[src/rtl/alu_pkg.sv]
// rtl/alu_pkg.sv - shared types and constants for the pipelined Hack-style ALU
package alu_pkg;

  typedef struct packed {
    logic zx;
    logic nx;
    logic zy;
    logic ny;
    logic f;
    logic no;
  } alu_ctrl_t;

  typedef struct packed {
    logic zr;
    logic ng;
    logic of;
    logic cy;
  } alu_flags_t;

  localparam int ALU_LATENCY = 2;

endpackage

[src/rtl/alu_pipe_slice.sv]
// rtl/alu_pipe_slice.sv - generic valid/ready register slice with full throughput
module alu_pipe_slice #(
  parameter int W = 8
) (
  input  logic         clk,
  input  logic         rstn,
  input  logic         vld_i,
  output logic         rdy_o,
  input  logic [W-1:0] data_i,
  output logic         vld_o,
  input  logic         rdy_i,
  output logic [W-1:0] data_o
);

  logic         vld_q, vld_d;
  logic [W-1:0] data_q;
  logic         load;

  // Load when empty or when the current entry leaves on this edge.
  assign load  = !vld_q || rdy_i;
  assign rdy_o = load;
  assign vld_d = load ? vld_i : vld_q;

  always_ff @(posedge clk or negedge rstn) begin
    if (!rstn) begin
      vld_q  <= 1'b0;
      data_q <= '0;
    end else begin
      vld_q <= vld_d;
      if (load && vld_i) begin
        data_q <= data_i;
      end
    end
  end

  assign vld_o  = vld_q;
  assign data_o = data_q;

endmodule

[src/rtl/alu_pipe.sv]
// rtl/alu_pipe.sv - two-stage valid/ready Hack ALU with overflow, carry and tag
// ALU_PIPE_SKID_EN adds a 2-entry output skid that cuts the rdy_m to rdy_s path.
module alu_pipe
  import alu_pkg::*;
#(
  parameter int D_W   = 16,
  parameter int TAG_W = 4
) (
  input  logic             clk,
  input  logic             rstn,
  input  logic             vld_s,
  output logic             rdy_s,
  input  logic [D_W-1:0]   x_s,
  input  logic [D_W-1:0]   y_s,
  input  logic             zx_s,
  input  logic             nx_s,
  input  logic             zy_s,
  input  logic             ny_s,
  input  logic             f_s,
  input  logic             no_s,
  input  logic [TAG_W-1:0] tag_s,
  output logic             vld_m,
  input  logic             rdy_m,
  output logic [D_W-1:0]   out_m,
  output logic             zr_m,
  output logic             ng_m,
  output logic             of_m,
  output logic             cy_m,
  output logic [TAG_W-1:0] tag_m
);

  localparam int S1_W = 2*D_W + 2 + TAG_W;
  localparam int S2_W = D_W + 4 + TAG_W;

  alu_ctrl_t      ctrl;
  logic [D_W-1:0] xz, yz, a_s, b_s;

  assign ctrl = {zx_s, nx_s, zy_s, ny_s, f_s, no_s};
  assign xz   = ctrl.zx ? '0 : x_s;
  assign yz   = ctrl.zy ? '0 : y_s;
  assign a_s  = ctrl.nx ? ~xz : xz;
  assign b_s  = ctrl.ny ? ~yz : yz;

  logic             s1_vld, s1_rdy_dn;
  logic [S1_W-1:0]  s1_data;
  logic [D_W-1:0]   a1, b1;
  logic             f1, no1;
  logic [TAG_W-1:0] tag1;

  alu_pipe_slice #(.W(S1_W)) u_s1 (
    .clk    (clk),
    .rstn   (rstn),
    .vld_i  (vld_s),
    .rdy_o  (rdy_s),
    .data_i ({a_s, b_s, ctrl.f, ctrl.no, tag_s}),
    .vld_o  (s1_vld),
    .rdy_i  (s1_rdy_dn),
    .data_o (s1_data)
  );

  assign {a1, b1, f1, no1, tag1} = s1_data;

  logic [D_W:0]   sum;
  logic [D_W-1:0] calc, res;
  alu_flags_t     flags;

  // Overflow and carry describe the raw sum, before the optional output inversion.
  assign sum      = {1'b0, a1} + {1'b0, b1};
  assign calc     = f1 ? sum[D_W-1:0] : (a1 & b1);
  assign res      = no1 ? ~calc : calc;
  assign flags.zr = (res == '0);
  assign flags.ng = res[D_W-1];
  assign flags.of = f1 && (a1[D_W-1] == b1[D_W-1]) && (sum[D_W-1] != a1[D_W-1]);
  assign flags.cy = f1 && sum[D_W];

  logic            s2_vld, s2_rdy_dn;
  logic [S2_W-1:0] s2_data;

  alu_pipe_slice #(.W(S2_W)) u_s2 (
    .clk    (clk),
    .rstn   (rstn),
    .vld_i  (s1_vld),
    .rdy_o  (s1_rdy_dn),
    .data_i ({res, flags, tag1}),
    .vld_o  (s2_vld),
    .rdy_i  (s2_rdy_dn),
    .data_o (s2_data)
  );

  logic [S2_W-1:0] head_data;
  alu_flags_t      flags_m;

`ifdef ALU_PIPE_SKID_EN
  // k1 is the older skid entry and always fills before k0; an empty skid is bypassed.
  logic            s2_take, nf_q, nf_d;
  logic            k0_vld, k0_rdy, k0_in_vld;
  logic            k1_vld, k1_rdy, k1_in_vld;
  logic [S2_W-1:0] k0_data, k1_data, k1_in_data;

  assign s2_rdy_dn  = nf_q;
  assign s2_take    = s2_vld && nf_q;
  assign k1_in_vld  = k0_vld || (s2_take && (k1_vld || !rdy_m));
  assign k1_in_data = k0_vld ? k0_data : s2_data;
  assign k0_in_vld  = s2_take && k1_vld && !rdy_m;

  alu_pipe_slice #(.W(S2_W)) u_k1 (
    .clk    (clk),
    .rstn   (rstn),
    .vld_i  (k1_in_vld),
    .rdy_o  (k1_rdy),
    .data_i (k1_in_data),
    .vld_o  (k1_vld),
    .rdy_i  (rdy_m),
    .data_o (k1_data)
  );

  alu_pipe_slice #(.W(S2_W)) u_k0 (
    .clk    (clk),
    .rstn   (rstn),
    .vld_i  (k0_in_vld),
    .rdy_o  (k0_rdy),
    .data_i (s2_data),
    .vld_o  (k0_vld),
    .rdy_i  (k1_rdy),
    .data_o (k0_data)
  );

  assign nf_d = !(k0_rdy ? k0_in_vld : k0_vld);

  always_ff @(posedge clk or negedge rstn) begin
    if (!rstn) begin
      nf_q <= 1'b1;
    end else begin
      nf_q <= nf_d;
    end
  end

  assign vld_m     = k1_vld || s2_vld;
  assign head_data = k1_vld ? k1_data : s2_data;
`else
  assign s2_rdy_dn = rdy_m;
  assign vld_m     = s2_vld;
  assign head_data = s2_data;
`endif

  assign {out_m, flags_m, tag_m} = head_data;
  assign zr_m = flags_m.zr;
  assign ng_m = flags_m.ng;
  assign of_m = flags_m.of;
  assign cy_m = flags_m.cy;

endmodule

[config.mk]
export PLATFORM = sky130hd
export DESIGN_NAME = alu_pipe
export DESIGN_NICKNAME = d
export VERILOG_FILES = /design/src/rtl/alu_pkg.sv /design/src/rtl/alu_pipe_slice.sv /design/src/rtl/alu_pipe.sv
export SDC_FILE = /design/constraint.sdc
export NUM_CORES = 1
export LEC_CHECK = 0
export ABC_CLOCK_PERIOD_IN_PS = 5960
export CORE_UTILIZATION = 55
export DETAILED_ROUTE_END_ITERATION = 6
export GPL_ROUTABILITY_DRIVEN = 0
export PLACE_DENSITY_LB_ADDON = 0.08
export SYNTH_ARGS = -nofsm -noshare
export SYNTH_HDL_FRONTEND = slang
export SYNTH_HIERARCHICAL = 1
export SYNTH_SLANG_ARGS = --single-unit
[constraint.sdc]
create_clock -name clk -period 5.96 [get_ports clk]
set_clock_uncertainty 0.1 [all_clocks]
set_input_delay 1.192 -clock clk [delete_from_list [all_inputs] [get_ports clk]]
set_output_delay 1.192 -clock clk [all_outputs]
set_load 0.02 [all_outputs]
Word-level counts from Yosys, hierarchy flattened

Index checks and enable logic that the tools add are counted.

RAM bits: 0
Input bits: 46
ROM bits: 0
Logic and storage cells: 27
Flip-flop bits (word level): 64
Bits in latches: 0
Memories: 0
Output and inout port bits: 26

Div/mod/pow operators: 0
Equality and inequality tests: 2
Add/sub/neg operators: 1
Reductions and logical operators: 10
Magnitude comparators: 0
Multiply operators: 0
Shift operators: 0
Multiplexer cells: 6
Bitwise operators: 4

Operators by type and width:

| operator                | count |
|---|---|
| two-way mux 16 bit      | 6 |
| inverter 16 bit         | 3 |
| adder 16 x 16 -> 17 bit | 1 |
| bitwise AND 16 bit      | 1 |
| zero test 16 bit        | 1 |
| logical AND 1 bit       | 5 |
| zero test 1 bit         | 2 |
| logical OR 1 bit        | 2 |
| equality test 1 bit     | 1 |
| != test 1 bit           | 1 |

Depth between registers and ports, before layout

Gate-level depths: netlist of the first run.

Depth in word-level cells: 5
Depth in mapped cells: 11
Gate-level depth less buffers: 11

Modules after synthesis

The synthesis of the first run kept the hierarchy.

Modules (own cells, without submodules):

| module                 | sequential area each (µm²) | cells an instance | instances | area an instance (µm²) |
|---|---|---|---|---|
| alu_pipe               | 0.0                        | 234               | 1         | 1,744.2 |
| alu_pipe_slice at u_s1 | 975.9                      | 84                | 1         | 1,551.5 |
| alu_pipe_slice at u_s2 | 625.6                      | 54                | 1         | 1,043.5 |

Worst setup path after synthesis of the first run

Ideal clock, no wire load.

Path type: register -> register
Start point: register u_s1.data_q[6], in the netlist u_s1/data_o[6]
End point: register u_s2.data_q[7], in the netlist u_s2/data_o[7]
Arrival time: 2,942 ps
Library setup time: 125 ps
Buffers on the path: 0
Period minus slack after synthesis: 3,167 ps
Cell stages (with the launch flop): 12
Data required time: 5,735 ps
Setup slack: 2,793 ps
Cells stage by stage: dfrtp_1 -> ha_1 -> fa_1 -> a21o_1 -> a311oi_2 -> nor4_1 -> o31a_1 -> or3_4 -> a31oi_4 -> mux2i_1 -> nor4_2 -> mux2_4

RTL lines:

| element                | line                 | RTL |
|---|---|---|
| start, declared        | alu_pipe_slice.sv:16 | `logic [W-1:0] data_q;` |
| start signal, assigned | alu_pipe_slice.sv:31 | `data_q <= data_i;` |
| end signal, assigned   | alu_pipe_slice.sv:31 |  |
| end, declared          | alu_pipe_slice.sv:16 |  |

Final worst setup path of the first run

Start point: input rdy_m
End point: output rdy_s

Word-level cells in the longest chain between the ends: 2

Ends and longest elaborated chain:

| element          | line                 | RTL |
|---|---|---|
| start, declared  | alu_pipe.sv:23       | `input logic rdy_m,` |
| logical OR 1 bit | alu_pipe_slice.sv:20 | `assign load = !vld_q \|\| rdy_i;` |
| net s1_rdy_dn    | alu_pipe.sv:44       | `logic s1_vld, s1_rdy_dn;` |
| logical OR 1 bit | alu_pipe_slice.sv:20 |  |
| end, declared    | alu_pipe.sv:12       | `output logic rdy_s,` |

The timed path passes the listed nets, and every way through them passes these cells.

==> metrics.md, run 1 <==
| Metric | Value |
|---|---|
| Register Area | `1600 µm²` |
| Port buffer count | `71` |
| FFs w/ async S/R, synth | `100%` |
| Unrepaired setup endpoints after global routing | `false` |
| Library cells used by synthesis | `59` |
| Hold Startpoint | `u_s1/data_o[1]` |
| Setup TNS Final | `0 ps` |
| Synth Flop Type | `dfrtp_1` |
| Post-route clock period utilization | `64.0%` |
| Final core utilization | `67.8%` |
| Global route overflow | `0` |
| Flop2flop setup slack | `2580 ps` |
| Area grow syn2layout | `20.2%` |
| FP Rows | `32` |
| Power Density | `382 nW/µm²` |
| Post-synthesis sequential area ratio | `36.9%` |
| RR Startpoint | `u_s1/data_o[10]` |
| Sequential Power Share | `32.2%` |
| Clk buf depth | `2` |
| Largest net degree at the start of global routing | `65` |
| Critical Path Fanout Max | `3` |
| Max-slew violation count | `0` |
| Area of the mapped netlist | `4340 µm²` |
| Post-route DRC violation count | `0` |
| Top cells by count, synth | `dfrtp_1 (64), xnor2_1 (47), mux2_4 (40)` |
| First-pass GRT wire length | `13600 µm` |
| Syn Inst Count | `372` |
| Clock transition at the registers of the reported paths | `70 ps` |
| Sw frac | `36.2%` |
| Fmax | `262 MHz` |
| Layout cell share with drive strength beyond 1 | `21.0%` |
| Max-Cap Viols | `0` |
| Vias in the first global route | `2888` |
| Critical path type | `primary input to output pin` |
| CP Capture Type | `output pin` |
| CTS buffer count | `9` |
| Root buffer cell | `clkbuf_8` |
| CP Data Arrival Time | `2520 ps` |
| LEAKAGE | `2.24 nW` |
| Post-synth top area share | `36.9%` |
| Total routed wirelength | `7610 µm` |
| NetSw | `0.721 mW` |
| WP data required | `4670 ps` |
| Clock Sinks | `64` |
| Post-layout min period | `3810 ps` |
| Mean Syn Cell Area | `11.7 µm²` |
| DP HPWL | `5940 µm` |
| Internal power | `1.27 mW` |
| Finished Layout Cells | `545` |
| Tightest Pin Transition | `1080 ps` |
| Vias per cell | `5.27` |
| Initial antenna violation count | `0` |
| Placed cell count | `529` |
| Area of the core | `7690 µm²` |
| Critical path launch point type | `primary input` |
| CTS H-tree lvls | `3` |
| DRT iter0 DRCs | `217` |
| Initial Utilization | `56.4%` |
| Routed WL per cell | `14.0 µm` |
| Total track usage | `20.6%` |
| Yosys warning total | `6` |
| Multi-input gate area | `2580 µm²` |
| Post-Syn Nets | `435` |
| Worst Hold Endpoint | `u_s2/data_o[1]` |
| Ant diodes | `0` |
| Peak supply drop | `0.119 mV` |
| Setup Buffers After CTS | `0` |
| Number of synthesized register bits | `64` |
| Status | `finished, final reports clean` |
| Vias | `2874` |
| # IOs | `72` |
| Setup slack after layout | `2150 ps` |
| Worst-Skew Late Latency | `330 ps` |
| Final hold vios | `0` |
| Clock power frac | `15.8%` |
| Logic pwr share | `52.0%` |
| Overall Power | `1.99 mW` |
| Post-synth EDFFs | `0` |
| TritonCTS clock tree | `built` |
| Die Wd | `90.8 µm` |
| Worst Hold Class | `flop to flop` |
| Top post-synthesis cells by area | `dfrtp_1 (37%), mux2_4 (14%), xnor2_1 (9.5%), mux2_2 (6.0%), nand2b_1 (5.0%)` |
| Leading area contributor after synthesis | `dfrtp_1` |
| Pre-CTS setup slack | `2150 ps` |
| Rel. slew slack | `27.6%` |
| # fillers | `603` |
| Most common cell in the synthesized netlist | `dfrtp_1` |
| Final Net Count | `501` |
| Reg2reg path depth | `10` |
| R2r endpoint | `u_s2/data_o[7]` |
| Final setup vio count | `0` |
| Hold Crit Depth | `1` |
| Cts repair resizes | `0` |
| ANT nets after route | `0` |
| Pre-antenna DRT Iters | `4` |
| Die area | `8250 µm²` |
| CTS Hold Buffers Added | `0` |
| Die Y | `90.8 µm` |
==> power by group through the flow <==
stage / combinational, mW / clock [mW] / sequential [mW]
5_1_grt: 1.13 / 0.347 / 0.659
6_report: 1.04 / 0.314 / 0.642
3_3_place_gp: 1.01 / 0 / 0.643
4_1_cts: 1.04 / 0.323 / 0.643
3_5_place_dp: 1.04 / 0 / 0.651
2_1_floorplan: 0.678 / 0 / 0.714
==> per-stage QoR <==
step                      instance area [µm²]  hold WS [ps]
after CTS                                5210           410
after floorplan                          4340           376
after detailed placement                 5050           393
after global placement                   5050           383
after global routing                     5210           421
final                                    5210           405
==> worst max-delay path by stage <==
stage | startpoint | to | depth (start not counted)
finish | rdy_m | rdy_s | 4
global route | rdy_m | rdy_s | 4
CTS | rdy_m | rdy_s | 4
detailed placement | rdy_m | rdy_s | 4
global placement | rdy_m | rdy_s | 4
floorplan | u_s1/data_o[6] | u_s2/data_o[7] | 11
==> cells by family after synthesis <==
family                   share of synthesized area (%)
buffers and inverters                             3.63
multiplexers                                      21.9
XOR/XNOR                                          11.7
flip-flops                                        36.9
AND/OR/NAND/NOR                                   12.2
AO/OA/AOI/OAI                                     8.62
adder cells (fa/ha/maj)                           5.07
==> state kept, by name, indices dropped and copies added, names as in the netlist <==
name,count
u_s2/data_o,24
u_s2/vld_o,1
u_s1/vld_o,1
u_s1/data_o,38
==> worst max-delay path, cell delays in order <==
cell and delay [ps]:
clkdlybuf4s50_1 460, nand2b_4 140, nand2b_4 140, clkdlybuf4s50_1 600
==> layout make-up <==
type	count	share of cell area (%)
sequential	64	30.7
tap	102	2.45
multi-input combinational	285	49.5
timing repair buffer	73	13.8
clock inverter	4	0.384
clock buffer	12	2.78
inverter	5	0.360
==> per-layer routing <==
layer	GRT usage [%]	part of all wire, %	wire length, µm	up-vias
met1	27.0	47	3550	1341
li1	-	-	-	1446
met3	4.46	3.6	275	11
met2	33.6	48	3630	76
met4	7.67	2.0	152	0
met5	0	0	0	-
==> layout by cell type (no fill, tap or decap), types with 2 or more instances in the layout <==
cell             instances
clkdlybuf4s50_1         70
dfrtp_1                 64
xnor2_1                 47
mux2_4                  40
nand2b_1                35
mux2_2                  23
a21oi_1                 16
ha_1                    16
xor2_1                  11
clkbuf_8                10
nand2_1                  9
mux2i_1                  9
o21ai_0                  8
nor2_1                   7
inv_1                    5
nor3_1                   5
a211oi_1                 4
o31ai_1                  4
clkinv_2                 4
nand3_1                  3
or3_1                    3
nor2b_1                  3
or2_2                    3
a21o_1                   2
a31o_2                   2
and4_1                   2
o211ai_1                 2
nor4_1                   2
clkbuf_1                 2
buf_4                    2
nand2b_4                 2
Power figures use the tool's default switching activity.
==> inputs of run 2 (changes only) <==
- ABC_CLOCK_PERIOD_IN_PS: 5960 -> 3800
- CORE_UTILIZATION: 55 -> 54
- clock period: 5.96 -> 3.8 ns (I/O delays scaled with it)
==> run 2 against run 1 <==
Final cell count is 0.37% higher; clock power up 54%; die area is 1.8% higher; critical path type is now flop to flop.
==> metrics.md, run 2 (synthesis gave the netlist of run 1 again) <==
| Metric | Value |
|---|---|
| CTS buffer count | `9` |
| Ant diodes | `0` |
| Largest register FFs | `38` |
| Critical Path Fanout Max | `4` |
| NetSw | `1.11 mW` |
| Post-layout min period | `3360 ps` |
| CTS Hold Buffers Added | `0` |
| Vias | `2887` |
| Internal power | `2.00 mW` |
| Die area | `8400 µm²` |
| Final hold vios | `0` |
| Tightest Pin Transition | `915 ps` |
| Worst-Skew Late Latency | `330 ps` |
| LEAKAGE | `2.26 nW` |
| Multi-input gate area | `2580 µm²` |
| Initial antenna violation count | `0` |
| CP Capture Type | `flop` |
| Max-Cap Viols | `0` |
| Clock power frac | `15.5%` |
| Max-slew violation count | `0` |
| Total routed wirelength | `7520 µm` |
| Most common cell after layout, fill and taps aside | `clkdlybuf4s50_1` |
| Peak supply drop | `0.220 mV` |
| Vias per cell | `5.28` |
| Global route overflow | `0` |
| Setup slack after layout | `440 ps` |
| DP Area | `5080 µm²` |
| Rel. slew slack | `38.8%` |
| Cts repair resizes | `0` |
| Critical path launch point type | `flop` |
| Register Area | `1600 µm²` |
| Die Y | `91.6 µm` |
| # IOs | `72` |
| Pre-CTS setup slack | `459 ps` |
| Final setup vio count | `0` |
| DP HPWL | `5880 µm` |
| Clock Sinks | `64` |
| Port buffer count | `71` |
| Overall Power | `3.11 mW` |
| Post-route DRC violation count | `0` |
| Routed WL per cell | `13.7 µm` |
| Pre-antenna DRT Iters | `4` |
| Sw frac | `35.8%` |
| Setup TNS Final | `0 ps` |
| Commonest non-fill, non-tap cells in the layout | `clkdlybuf4s50_1 (70), dfrtp_1 (64), xnor2_1 (47)` |
| Total track usage | `19.8%` |
| Area of the core | `7770 µm²` |
| First-pass GRT wire length | `13200 µm` |
| TritonCTS clock tree | `built` |
| Unrepaired setup endpoints after global routing | `false` |
| Area grow syn2layout | `20.8%` |
| Clock transition at the registers of the reported paths | `60 ps` |
| WP data required | `3910 ps` |
| Fmax | `298 MHz` |
| Largest net degree at the start of global routing | `39` |
| Layout cell share with drive strength beyond 1 | `21.3%` |
| Setup Buffers After CTS | `0` |
| Initial Utilization | `55.9%` |
| Power Density | `594 nW/µm²` |
| Final Net Count | `503` |
| Sequential Power Share | `31.9%` |
| Vias in the first global route | `2820` |
| Die Wd | `91.6 µm` |
| FP Rows | `32` |
| Fin area | `5240 µm²` |
| DRT iter0 DRCs | `178` |
| Status | `finished, final reports clean` |
| Logic pwr share | `52.6%` |
| Root buffer cell | `clkbuf_8` |
| CP Data Arrival Time | `3470 ps` |
| Worst Hold Class | `primary input to asynchronous set/reset pin` |
| Clk buf depth | `2` |
| Final core utilization | `67.5%` |
| Critical path type | `flop to flop` |
| CTS H-tree lvls | `3` |
| Post-route clock period utilization | `88.4%` |
| # fillers | `605` |
| ANT nets after route | `0` |
run 2: stage by stage:
stage | cells | hold WS (ps)
floorplan | 372 | 364
global route | 547 | 422
CTS | 547 | 402
global placement | 531 | 381
detailed placement | 531 | 396
finish | 547 | 403
run 2: cell type report:
cell class | instances | share of cell area, %
clock buffers | 12 | 2.77
clock inverters | 4 | 0.382
inverters | 5 | 0.358
multi-input cells | 285 | 49.2
flip-flops and latches | 64 | 30.6
well taps | 102 | 2.43
repair buffers | 75 | 14.3
run 2: power by group through the flow:
stage	clock network, mW	registers [mW]	logic (mW)
after floorplan	0	1.12	1.06
after global placement	0	0.991	1.62
after detailed placement	0	1.00	1.64
after CTS	0.499	0.992	1.65
after global routing	0.525	1.02	1.79
final	0.483	0.991	1.64
run 2: routing by layer:
| layer | share of wire (%) | global-route usage [%] | up-vias | wire, µm |
|---|---|---|---|---|
| met4 | 2.3 | 8.73 | 0 | 173 |
| met3 | 4.0 | 2.82 | 15 | 300 |
| met2 | 45 | 31.8 | 81 | 3410 |
| met5 | 0 | 0 | - | 0 |
| li1 | - | - | 1450 | - |
| met1 | 48 | 26.8 | 1341 | 3630 |
run 2: path summary, 6_finish.rpt:
| check | start | end | slack [ps] | depth (start not counted) |
|---|---|---|---|---|
| min in group clk | u_s1/data_o[2] | u_s2/data_o[2] | 400 | 1 |
| max in group asynchronous | rstn | u_s1/data_o[17] | 2340 | 2 |
| min reg2reg | u_s1/data_o[2] | u_s2/data_o[2] | 400 | 1 |
| max | u_s1/data_o[6] | u_s2/data_o[7] | 440 | 11 |
| min | rstn | u_s2/data_o[10] | 400 | 1 |
| max reg2reg | u_s1/data_o[6] | u_s2/data_o[7] | 440 | 11 |
run 2: critical path, stage by stage (launching register included):
cell and delay, ps:
dfrtp_1 380, ha_1 250, fa_1 410, a21o_1 210, a311oi_2 370, nor4_1 120, o31a_1 300, or3_4 340
a31oi_4 210, mux2i_1 230, nor4_2 60, mux2_4 270
